`src/rtl/except_struct_pkg.sv`:
```
// Exception record carried alongside an instruction through the pipeline.
package ExceptStruct;

    typedef struct packed {
        logic        except;
        logic [63:0] pc;
        logic [4:0]  ecause;
        logic [63:0] tval;
    } ExceptPack;

endpackage

```
`src/rtl/mem_access_pkg.sv`:
```
// Shared types and helpers for the MEM-stage access controller.
package MemStruct;

    typedef enum logic [1:0] {
        S_IDLE,
        S_WAIT,
        S_DONE,
        S_DRAIN
    } mem_state_e;

    localparam logic [2:0] F3_B  = 3'b000;
    localparam logic [2:0] F3_H  = 3'b001;
    localparam logic [2:0] F3_W  = 3'b010;
    localparam logic [2:0] F3_D  = 3'b011;
    localparam logic [2:0] F3_BU = 3'b100;
    localparam logic [2:0] F3_HU = 3'b101;
    localparam logic [2:0] F3_WU = 3'b110;

    localparam logic [4:0] CAUSE_LOAD_MISALIGN  = 5'd4;
    localparam logic [4:0] CAUSE_STORE_MISALIGN = 5'd6;

    // funct3[1:0] encodes the access size for both signed and unsigned forms.
    function automatic logic is_misaligned(input logic [2:0] funct3, input logic [2:0] offs);
        case (funct3[1:0])
            2'b00:   return 1'b0;
            2'b01:   return offs[0];
            2'b10:   return |offs[1:0];
            default: return |offs;
        endcase
    endfunction

    function automatic logic [7:0] store_mask(input logic [2:0] funct3, input logic [2:0] offs);
        case (funct3[1:0])
            2'b00:   return 8'h01 << offs;
            2'b01:   return 8'h03 << offs;
            2'b10:   return 8'h0F << offs;
            default: return 8'hFF;
        endcase
    endfunction

endpackage

```
`src/rtl/mem_access_load_extend.sv`:
```
// Selects the addressed lane of a 64-bit read beat and sign/zero-extends it.
module load_extend
    import MemStruct::*;
(
    input  logic [63:0] i_data,
    input  logic [2:0]  i_offs,
    input  logic [2:0]  i_funct3,
    output logic [63:0] o_data
);

    logic [63:0] w_lane;

    assign w_lane = i_data >> {i_offs, 3'b000};

    always_comb begin
        case (i_funct3)
            F3_B:    o_data = {{56{w_lane[7]}},  w_lane[7:0]};
            F3_H:    o_data = {{48{w_lane[15]}}, w_lane[15:0]};
            F3_W:    o_data = {{32{w_lane[31]}}, w_lane[31:0]};
            F3_D:    o_data = w_lane;
            F3_BU:   o_data = {56'd0, w_lane[7:0]};
            F3_HU:   o_data = {48'd0, w_lane[15:0]};
            F3_WU:   o_data = {32'd0, w_lane[31:0]};
            default: o_data = w_lane;
        endcase
    end

endmodule

```
`src/rtl/mem_access.sv`:
```
// MEM-stage controller: issues one data-memory request per load/store,
// waits for load data, and holds the pipeline until the result is ready.
module mem_access
    import ExceptStruct::*;
    import MemStruct::*;
(
    input  logic        clk,
    input  logic        rst,
    input  logic        MEM_valid,
    input  logic [63:0] MEM_pc,
    input  logic        mem_re,
    input  logic        mem_we,
    input  logic [2:0]  mem_funct3,
    input  logic [63:0] mem_addr_in,
    input  logic [63:0] mem_wdata_in,
    input  ExceptPack   except_in,
    input  logic        MEM_flush,
    input  logic        MEM_WB_stall,
    output logic        MEM_stall,
    output logic [63:0] MEM_rw_rdata,
    output ExceptPack   except_mem,
    output logic        dmem_req_valid,
    input  logic        dmem_req_ready,
    output logic        dmem_req_we,
    output logic [63:0] dmem_addr,
    output logic [63:0] dmem_wdata,
    output logic [7:0]  dmem_wmask,
    input  logic        dmem_resp_valid,
    input  logic [63:0] dmem_resp_data
);

    mem_state_e  r_state;
    mem_state_e  w_next;
    logic [63:0] r_rdata;

    logic [2:0]  w_offs;
    logic        w_access;
    logic        w_misaligned;
    logic        w_mis_exc;
    logic        w_op;
    logic        w_req;
    logic        w_store_req;
    logic [63:0] w_ext_data;

    assign w_offs       = mem_addr_in[2:0];
    assign w_access     = MEM_valid & (mem_re | mem_we);
    assign w_misaligned = is_misaligned(mem_funct3, w_offs);
    assign w_mis_exc    = w_access & ~except_in.except & w_misaligned;
    assign w_op         = w_access & ~except_in.except & ~w_misaligned & ~MEM_flush;

    // Requests leave only from IDLE, so at most one access is ever outstanding.
    assign w_req        = ~rst & (r_state == S_IDLE) & w_op;
    assign w_store_req  = w_req & mem_we;

    load_extend u_load_extend (
        .i_data   (dmem_resp_data),
        .i_offs   (w_offs),
        .i_funct3 (mem_funct3),
        .o_data   (w_ext_data)
    );

    always_ff @(posedge clk or posedge rst) begin
        if (rst) begin
            r_state <= S_IDLE;
            r_rdata <= '0;
        end else begin
            r_state <= w_next;
            if ((r_state == S_WAIT) && dmem_resp_valid && !MEM_flush) begin
                r_rdata <= w_ext_data;
            end
        end
    end

    always_comb begin
        w_next       = r_state;
        MEM_stall    = 1'b0;
        MEM_rw_rdata = '0;
        case (r_state)
            S_IDLE: begin
                MEM_stall = w_op & (mem_re | ~dmem_req_ready);
                if (w_op && dmem_req_ready && mem_re) begin
                    w_next = S_WAIT;
                end
            end
            S_WAIT: begin
                MEM_stall = 1'b1;
                // A flush beats a same-cycle response; the beat is consumed here.
                if (MEM_flush) begin
                    w_next = dmem_resp_valid ? S_IDLE : S_DRAIN;
                end else if (dmem_resp_valid) begin
                    w_next = S_DONE;
                end
            end
            S_DONE: begin
                MEM_rw_rdata = r_rdata;
                if (!MEM_WB_stall || MEM_flush) begin
                    w_next = S_IDLE;
                end
            end
            S_DRAIN: begin
                MEM_stall = 1'b1;
                if (dmem_resp_valid) begin
                    w_next = S_IDLE;
                end
            end
            default: w_next = S_IDLE;
        endcase
        if (rst) begin
            MEM_stall = 1'b0;
        end
    end

    assign dmem_req_valid = w_req;
    assign dmem_req_we    = w_store_req;
    assign dmem_addr      = w_req ? {mem_addr_in[63:3], 3'b000} : 64'd0;
    assign dmem_wdata     = w_store_req ? (mem_wdata_in << {w_offs, 3'b000}) : 64'd0;
    assign dmem_wmask     = w_store_req ? store_mask(mem_funct3, w_offs) : 8'd0;

    always_comb begin
        except_mem = except_in;
        if (w_mis_exc) begin
            except_mem.except = 1'b1;
            except_mem.pc     = MEM_pc;
            except_mem.ecause = mem_re ? CAUSE_LOAD_MISALIGN : CAUSE_STORE_MISALIGN;
            except_mem.tval   = mem_addr_in;
        end
        if (rst) begin
            except_mem = '0;
        end
    end

endmodule
```
`config.mk`:
```
export PLATFORM = sky130hd
export DESIGN_NAME = mem_access
export DESIGN_NICKNAME = d
export VERILOG_FILES = /design/src/rtl/except_struct_pkg.sv /design/src/rtl/mem_access_pkg.sv /design/src/rtl/mem_access_load_extend.sv /design/src/rtl/mem_access.sv
export SDC_FILE = /design/constraint.sdc
export NUM_CORES = 1
export LEC_CHECK = 0
export ABC_AREA = 0
export BUFFER_PORTS_ARGS = -buffer_cell sky130_fd_sc_hd__buf_2
export CORE_AREA = 4 4 289 291
export CTS_CLUSTER_SIZE = 25
export DETAILED_ROUTE_END_ITERATION = 7
export DIE_AREA = 0 0 293 295
export GPL_ROUTABILITY_DRIVEN = 0
export PLACE_DENSITY = 0.36
export SYNTH_ARGS = -nofsm -noshare
export SYNTH_HDL_FRONTEND = slang
export SYNTH_SLANG_ARGS = --single-unit
export TNS_END_PERCENT = 10
```
`constraint.sdc`:
```
create_clock -name clk -period 4.38 [get_ports clk]
set_clock_uncertainty 0.1 [all_clocks]
set_input_delay 0.438 -clock clk [delete_from_list [all_inputs] [get_ports clk]]
set_output_delay 0.438 -clock clk [all_outputs]
set_load 0.01 [all_outputs]
```
==> impl_metrics.toml <==
[status]
status = "completed"

[timing]
worst_pin_slew_ns = 1.351
max_slew_margin_pct = 9.598
finalSetupTns_ns = 0
setup_ws_ns = 0.8657
rsz0062_at_grt = "no"
fin_crit_sh_pct = 80.24
slew_viol_final = 0
hold_viol = 0
finalWorstPathRequiredPeriod_ns = 3.514
clock.fmax_ghz = 0.2846
setup_violations = 0

[place]
place_inst = 3077
dpl-instance-area_um2 = 14150
portBuffers = 735
dpl.hpwl_mm = 57.52
place_ws_ns = 0.9256

[cells_and_area]
final_cell_mix = "731 x buf_2, 332 x nand2_1, 195 x a21oi_1, 150 x nor2_1, 145 x and2_1"
synthToLayoutAreaGrowth_pct = 56.72
final_nets = 2435
layout-drive-gt1-share_pct = 44.02
nFillCells = 9336
final_cells = 3106
fin_area_um2 = 14530
final_common_cell = "buf_2"

[power]
irDropWorstVdd_mv = 0.1757
cellLeakagePower_nw = 7.363
total_power_mw = 3.045
powerDensity_nw_per_um2 = 209.6

[routing]
via_count = 12531
antenna_left = 0
via_per_inst = 4.034
drt-total-wl_mm = 69.16
drc_errors = 0
dr.first_iter.drc_count = 807
drtPass1Iterations = 5
wl_per_cell_um = 22.27

[synth]
netlist_area_um2 = 9271
seq_area_frac_synth_pct = 17.81
async_reset_ff_share_pct = 100.0
ys_ff_latch = 66
synth_edf_count = 0
synth_cells = 1379
ys_warn_count = 0
avgSynthCellArea_um2 = 6.723
synth_flop_cell = "dfrtp_1"
ys_types = 52

[critical_path]
r2r_cells = 6
critPathKind = "input pin to output port"
worst_ep_required_time_ns = 3.84
worstSetupEndpointType = "output port"
cp_max_fo = 84
worstPathArrival_ns = 2.98
r2r_setup_slack_ns = 1.96
timing.rr.start = "r_state[1]"
start_kind = "input pin"
r2r_end = "r_rdata[20]"

[worst_hold_path]
hold_path_class = "input pin to async pin"

[grt]
grt_most_used_layer = "met2"
met3_usage_pct = 3.388
grt_pass1_vias = 12835
grt_util_all_layers_pct = 14.87
grt_overflow = 0
grt_start_max_net_pins = 134
grtUsageMet2_pct = 25.25
grt_first_pass_wirelength_mm = 95.18
antenna_found_initial = 21
grt_util_met1_pct = 19.56

[clock_network]
htree_levels = 3
hold_buffers = 0
cts_buffers = 9
post_cts_resize_count = 0
cts_sinks = 66
clkLatencyLatePin_ns = 0.36
clockBufferDepth = 2
cts.clk_slew.worst_paths_ns = 0.07
cts_tree = "built"
cts_root_buffer = "clkbuf_16"
postCtsSetupRepairBufs = 0

[floorplan]
die_w_um = 293
fp.dieArea_um2 = 86440
die_height_um = 295
initial_core_util_pct = 11.51
core_area_um2 = 80550
rows = 104
io-pin-count = 739

[job]
maxCapViolCount = 0
-- worst max path at each step --
| stage | cells after the start | start | end | slack (ns) |
|---|---|---|---|---|
| global placement | 9 | mem_funct3[0] | except_mem[73] | 1.01 |
| floorplan | 7 | rst | dmem_wdata[10] | 0.63 |
| global route | 9 | mem_funct3[1] | except_mem[73] | 0.72 |
| CTS | 9 | mem_funct3[1] | except_mem[73] | 0.92 |
| detailed placement | 9 | mem_funct3[1] | except_mem[73] | 0.93 |
| finish | 9 | mem_funct3[1] | except_mem[73] | 0.87 |
-- flip-flops by register name, summed over array words and instances, names as in the netlist --
| name | cells |
|---|---|
| r_rdata | 64 |
| r_state | 2 |
-- cell families after synthesis --
| family | after synthesis | synth area share (%) |
|---|---|---|
| simple gates | 705 | 34.37 |
| compound gates | 340 | 23.37 |
| buf+inv | 147 | 6.667 |
| mux | 115 | 17.06 |
| flops | 66 | 17.81 |
| fa+ha+maj | 5 | 0.6748 |
| other cells | 1 | 0.04045 |
-- per-layer routing --
layer | wire [µm] | up-vias
li1 | - | 6040
met1 | 29760 | 5911
met2 | 33700 | 504
met3 | 4515 | 70
met4 | 1140 | 6
met5 | 41 | -
-- power breakdown --
group	switching, mW	internal, mW
clock	0.326	0.559
combinational	0.716	0.552
sequential	0.104	0.788
-- metrics by stage --
stage          utilization (%)  hold slack (ns)
4_1_cts                  18.00           0.2112
3_3_place_gp             17.57           0.3908
3_5_place_dp             17.57           0.4029
2_1_floorplan                -           0.3721
5_1_grt                  18.01           0.2418
6_report                 18.04           0.1839
-- cell usage after synthesis, drive strengths merged (2+ instances only) --
master	n	area, µm²
a31oi	54	531.8
o2bb2ai	4	35.03
nor2	152	573.1
o22a	4	35.03
and3	19	123.9
clkbuf	99	371.6
dfrtp	66	1652
o32a	3	30.03
nor2b	21	131.4
ha	5	62.56
or2	2	12.52
o211ai	2	15.01
a311oi	2	35.04
o221ai	3	26.28
inv	7	26.28
o22ai	4	25.02
o21ai	28	140.1
nand2	332	1246
mux2i	53	530.5
a211oi	28	210.2
a221oi	2	17.52
a21oi	195	975.9
mux4	31	698.2
nand2b	12	75.07
nor3b	2	15.01
mux2	31	352.8
a21o	2	15.01
buf	40	216.5
nand3	5	25.02
nor3	13	65.06
a22oi	3	22.52
and2	146	913.4
-- worst max-delay path, stage by stage --
cell      delay [ns]
buf_2           0.12
ha_1            0.45
nor2_1          0.18
o21bai_1        0.31
and3_4          0.41
buf_12          0.35
nand2_1         0.23
a21oi_1         0.21
buf_2           0.18
-- layout make-up --
class,count,area [µm²],share of cell area (%)
Clock buffer,10,229.0,1.576
Tap cell,1060,1326,9.128
Inverter,8,31.28,0.2153
Sequential cell,66,1652,11.37
Antenna cell,13,32.53,0.2239
Timing Repair Buffer,775,4080,28.08
Multi-Input combinational cell,1168,7064,48.62
Clock inverter,6,115.1,0.7922
Note: power is estimated with default switching activity, not from simulation.
